`config.mk`:
```
export PLATFORM = sky130hd
export DESIGN_NAME = ctrl_reencoder
export DESIGN_NICKNAME = d
export VERILOG_FILES = /design/src/rtl/ctrl_reencoder.sv
export SDC_FILE = /design/constraint.sdc
export NUM_CORES = 1
export LEC_CHECK = 0
export ABC_AREA = 1
export BUFFER_PORTS_ARGS = -buffer_cell sky130_fd_sc_hd__buf_2
export CAP_MARGIN = 20
export CORE_AREA = 3 3 113 115
export DETAILED_ROUTE_END_ITERATION = 10
export DIE_AREA = 0 0 116 118
export HOLD_SLACK_MARGIN = 0.06
export PLACE_DENSITY_LB_ADDON = 0.15
export RECOVER_POWER = 25
export SLEW_MARGIN = 15
export SYNTH_ARGS = -nofsm -noshare
export SYNTH_HDL_FRONTEND = slang
export SYNTH_SLANG_ARGS = --single-unit
```
`constraint.sdc`:
```
create_clock -name clk -period 2.25 [get_ports clk]
set_input_delay 0.45 -clock clk [delete_from_list [all_inputs] [get_ports clk]]
set_output_delay 0.45 -clock clk [all_outputs]
set_load 0.005 [all_outputs]
```
`src/rtl/ctrl_reencoder.sv`:
```
// ctrl_reencoder: registered reverse decoder for the main control bundle.
// Re-encodes the nine control bits into instruction class and MIPS opcode.
// Keeps saturating per-class counters. Raises a sticky error and captures
// the first bundle the controller should never produce.
module ctrl_reencoder #(
    parameter int CNT_W = 16
) (
    input  logic             clk,
    input  logic             reset,
    input  logic             in_valid,
    input  logic             RegDst,
    input  logic             ALUSrc,
    input  logic             MemToReg,
    input  logic             RegWrite,
    input  logic             MemRead,
    input  logic             MemWrite,
    input  logic             Branch,
    input  logic             ALUOP1,
    input  logic             ALUOP2,
    input  logic             err_clear,
    input  logic             cnt_clear,
    input  logic [2:0]       cnt_sel,
    output logic             out_valid,
    output logic [2:0]       cls,
    output logic [5:0]       opcode,
    output logic             illegal,
    output logic             err,
    output logic [8:0]       err_word,
    output logic [CNT_W-1:0] cnt_out
);

    typedef enum logic [2:0] {
        CLS_RTYPE   = 3'd0,
        CLS_LOAD    = 3'd1,
        CLS_STORE   = 3'd2,
        CLS_BRANCH  = 3'd3,
        CLS_IDLE    = 3'd4,
        CLS_ILLEGAL = 3'd5
    } cls_e;

    localparam int NUM_CLS = 6;

    // Bit 8 is RegDst, bit 0 is ALUOP2.
    // STORE and BRANCH ignore RegDst (bit 8) and MemToReg (bit 6).
    localparam logic [8:0] PAT_RTYPE  = 9'b100100010;
    localparam logic [8:0] PAT_LOAD   = 9'b011110000;
    localparam logic [8:0] MASK_SB    = 9'b010111111;
    localparam logic [8:0] PAT_STORE  = 9'b010001000;
    localparam logic [8:0] PAT_BRANCH = 9'b000000101;

    logic [8:0] bundle;
    assign bundle = {RegDst, ALUSrc, MemToReg, RegWrite, MemRead,
                     MemWrite, Branch, ALUOP1, ALUOP2};

    cls_e       dec_cls;
    logic [5:0] dec_opcode;
    logic       dec_illegal;

    logic [CNT_W-1:0] cnt [NUM_CLS];

    // Decode the bundle into class and opcode, in priority order.
    always_comb begin
        // NOTE: defaults are assigned first so that every path drives
        // every output, which keeps this block free of latches.
        dec_cls    = CLS_ILLEGAL;
        dec_opcode = 6'b111111;
        if (bundle == PAT_RTYPE) begin
            dec_cls    = CLS_RTYPE;
            dec_opcode = 6'b000000;
        end else if (bundle == PAT_LOAD) begin
            dec_cls    = CLS_LOAD;
            dec_opcode = 6'b100011;
        end else if ((bundle & MASK_SB) == PAT_STORE) begin
            dec_cls    = CLS_STORE;
            dec_opcode = 6'b101011;
        end else if ((bundle & MASK_SB) == PAT_BRANCH) begin
            dec_cls    = CLS_BRANCH;
            dec_opcode = 6'b000100;
        end else if (bundle == 9'd0) begin
            dec_cls    = CLS_IDLE;
            dec_opcode = 6'b111111;
        end
        dec_illegal = (dec_cls == CLS_ILLEGAL);
    end

    // Register the decoded word. It holds its value while in_valid is low.
    always_ff @(posedge clk) begin
        // NOTE: state is written with non-blocking assignments so that
        // every flop samples values from before the edge.
        if (reset) begin
            out_valid <= 1'b0;
            cls       <= CLS_IDLE;
            opcode    <= 6'b111111;
            illegal   <= 1'b0;
        end else begin
            out_valid <= in_valid;
            if (in_valid) begin
                cls     <= dec_cls;
                opcode  <= dec_opcode;
                illegal <= dec_illegal;
            end
        end
    end

    // Sticky error. A new illegal sample always wins over err_clear.
    always_ff @(posedge clk) begin
        if (reset) begin
            err      <= 1'b0;
            err_word <= 9'd0;
        end else if (in_valid && dec_illegal && (!err || err_clear)) begin
            err      <= 1'b1;
            err_word <= bundle;
        end else if (err_clear) begin
            err      <= 1'b0;
            err_word <= 9'd0;
        end
    end

    // Per-class saturating counters. cnt_clear wins over a same-cycle sample.
    always_ff @(posedge clk) begin
        // NOTE: this array is a set of flops rather than a RAM, so it is
        // safe to reset every entry.
        if (reset || cnt_clear) begin
            for (int i = 0; i < NUM_CLS; i++) begin
                cnt[i] <= '0;
            end
        end else if (in_valid) begin
            for (int i = 0; i < NUM_CLS; i++) begin
                if ((dec_cls == cls_e'(i)) && (cnt[i] != '1)) begin
                    cnt[i] <= cnt[i] + CNT_W'(1);
                end
            end
        end
    end

    // Register the selected counter. Codes 6 and 7 read as zero.
    always_ff @(posedge clk) begin
        if (reset) begin
            cnt_out <= '0;
        end else begin
            case (cnt_sel)
                3'd0:    cnt_out <= cnt[0];
                3'd1:    cnt_out <= cnt[1];
                3'd2:    cnt_out <= cnt[2];
                3'd3:    cnt_out <= cnt[3];
                3'd4:    cnt_out <= cnt[4];
                3'd5:    cnt_out <= cnt[5];
                default: cnt_out <= '0;
            endcase
        end
    end

endmodule
```
==> reports/results.tsv <==
stage	metric	value	unit
run_status	status	complete, no violations	
pwr	power_density	721	nW/um2
cts	tritoncts	yes	
timing	crit_path_setup_slack_layout	0.157	ns
critical_path	critical_path_required	2.44	ns
logic_synthesis	netlist_area_before_placement	7140	um2
timing	max_transition_margin	53.5	%
grt	grt_pass1_wl	29500	um
detailed_routing	first_pass_iters	5	
floorplan	die_boundary_width	116	um
detailed_routing	wire_per_inst	17.2	um
timing	rsz0062_at_grt	no	
timing	finalSetupTns	0	ns
finish	antennaDiodeCount	0	
cts	ctsHtreeMaxLevel	4	
logic_synthesis	synth_compound_area_share	8.83	%
critical_path	worstSetupPathType	reg2reg	
timing	number_of_pins_with_negative_max_slew_slack_in_the_final_report	0	
pwr	power.ir.vdd_worst	527	uV
timing	timing_hold_violations_final	0	
cts	cts.sink_count	130	
logic_synthesis	synth_seq_cells	130	
floorplan	die-area	13700	um2
logic_synthesis	synth_top_family_by_area	simple AND/OR/NAND/NOR gates	
floorplan	io_pins	54	
cts	post_cts.repair.setup_buffers	0	
timing	pin_slew_with_the_least_headroom_to_its_limit	0.698	ns
cts	cts-root-buf	clkbuf_16	
critical_path	ff2ff_path_depth	9	
cts	clock_path_buffers	2	
grt	grt_pass1_vias	5944	
logic_synthesis	synth_edf_count	96	
min_path	min-delay-path-class	in2reg	
detailed_routing	routed_wirelength	18200	um
detailed_routing	total_number_of_vias	6256	
logic_synthesis	post_synth_fa_ha_maj_area_fraction	1.05	%
logic_synthesis	mappedNetlistNets	858	
detailed_routing	detail_route.drc_violations	0	
run	maxCapViolations	0	
detailed_routing	vias_per_cell	5.90	
floorplan	fp.dieH	118	um
timing	fin_worst_skew	0.00623	ns
logic_synthesis	yosys.area_share.simple	27.7	%
finish	fin_nets	923	
floorplan	initial_core_util	59.9	%
critical_path	start_kind	register	
cts	numCtsBuffers	17	
logic_synthesis	ys_async_sr_fraction	0	%
detailed_routing	drt_iter0_drc	553	
timing	layout_min_cycle_time	2.09	ns
grt	grt_antenna_before_repair	0	
timing	final_setup_vio_count	0	
logic_synthesis	syn_inst	835	
cts	clock_insertion_delay_worst_skew	0.43	ns
placed_design	gp_routability_congestion	0.931	
finish	layout.cells.most_common_list	144 x nand2_1, 129 x nor2_1, 102 x inv_1	
logic_synthesis	yosys_most_used_dff	edfxtp_1	
grt	maximum_number_of_pins_on_one_net_before_global_route_repair	35	
critical_path	arrival	2.28	ns
cts	cts.clk_slew.worst_paths	0.06	ns
placed_design	pre_cts_ws	0.115	ns
grt	grt_util_all_layers	27.8	%
logic_synthesis	synthesis.area_per_instance	8.55	um2
critical_path	critPathCaptureType	register	
floorplan	core_area	11900	um2
logic_synthesis	yosys-mux-area-fraction	0	%
min_path	timing.hold.worst_path_depth	3	
pwr	power.static_leakage	0.00312	uW
placed_design	buffer_ports.inserted	53	
finish	post_route_cells_drive_above_1_share	13.1	%
logic_synthesis	ys_seq_area_share	49.9	%
logic_synthesis	synth_xor_xnor_area_share	4.79	%
finish	area_growth	14.1	%
logic_synthesis	yosysWarnings	0	
critical_path	crit_fanout	16	
timing	final_cycle_utilization_of_the_critical_path	93.0	%
placed_design	dp.final_hpwl	13400	um
grt	gr-total-overflow	0	
detailed_routing	antenna_violating_nets_left	0	
timing	timing.fmax	478	MHz
logic_synthesis	synth.lib_cells_used.distinct	43	
finish	layout_commonest_cell	nand2_1	
floorplan	floorplan.rows	40	
## sequential cells by signal, summed over array words and instances (netlist names)
name       flops
cnt_out       16
illegal        1
cls            2
cnt           96
opcode         4
out_valid      1
err_word       9
err            1
## cell type report
type                            count  area (um2)
Tap cell                          147         184
Timing Repair Buffer               69         399
Sequential cell                   130        3560
Fill cell                         958        3760
Clock inverter                      7        70.1
Multi-Input combinational cell    575        3010
Inverter                          107         402
Clock buffer                       25         517
## worst paths after layout
| kind | from | endpoint | slack [ns] |
|---|---|---|---|
| worst max-delay path | cnt[5][0] | cnt[5][11] | 0.16 |
| worst min-delay path | RegWrite | err_word[5] | 0.33 |
| worst min register to register | opcode[3] | opcode[3] | 0.48 |
| worst max register to register | cnt[5][0] | cnt[5][11] | 0.16 |
## stage by stage
step | total power [uW] | instance area (um2) | util, % | cells | hold WS, ns
floorplan | 3030 | 7140 | - | 835 | 0.462
global placement | 3190 | 7600 | 63.8 | 1028 | 0.464
detailed placement | 3200 | 7600 | 63.8 | 1028 | 0.463
CTS | 5890 | 8180 | 68.7 | 1060 | 0.312
global route | 6050 | 8150 | 68.4 | 1060 | 0.322
finish | 5870 | 8150 | 68.4 | 1060 | 0.325
## synth_stat cells, types with 4 or more instances
master / n / area share, %
a211oi_1: 7 / 0.74
a21oi_1: 42 / 2.9
a21oi_2: 5 / 0.61
a31oi_1: 7 / 0.61
buf_2: 5 / 0.35
buf_4: 7 / 0.74
buf_6: 4 / 0.63
clkbuf_1: 7 / 0.37
dfxtp_1: 34 / 9.5
edfxtp_1: 96 / 40
ha_1: 6 / 1.1
inv_1: 101 / 5.3
nand2_1: 143 / 7.5
nand3_1: 62 / 4.3
nand3_2: 4 / 0.56
nand4_1: 15 / 1.3
nand4_2: 4 / 0.70
nor2_1: 128 / 6.7
nor2_2: 11 / 0.96
nor3_1: 28 / 2.0
nor3_2: 7 / 0.98
nor3b_1: 6 / 0.63
nor4_1: 6 / 0.53
o21ai_0: 14 / 0.98
o22ai_1: 15 / 1.3
or2_2: 4 / 0.35
xnor2_1: 9 / 1.1
xor2_1: 30 / 3.7
## metal layers
metal  vias to the layer above  part of all wire (%)  GRT usage (%)
met2                       272                    47           42.9
li1                       2970                     -              -
met4                         0                   3.8           14.0
met5                         -                     0              0
met3                        62                   7.4           6.17
met1                      2952                    42           36.5
## power by group
group / switching (uW) / total [uW] / internal (uW)
sequential: 103 / 2780 / 2680
clock: 1010 / 2710 / 1700
combinational: 255 / 384 / 128
## worst max-delay path: stages (launching register included)
cell	delay [ns]
edfxtp_1	0.42
ha_1	0.22
nand3_1	0.15
nor2_2	0.19
nand4_1	0.13
nor3_2	0.19
nand3_1	0.19
nand2_1	0.10
nand2_1	0.09
buf_12	0.17
## kinds of logic (layout without fill, tap and decap cells)
family                     Yosys count  after routing
xor gates and xnor gates            39             39
AOI/OAI and AO/OA                  104            104
adders and majority gates            6              6
buffers and inverters              130            208
DFF                                130            130
and+or+nand+nor                    426            426
## timing repair
action                                  4_1_cts  5_1_grt
hold buffers                                  0        0
gates resized for setup                       0        1
endpoints found under the setup margin        0        9
(Power assumes the default switching activity.)
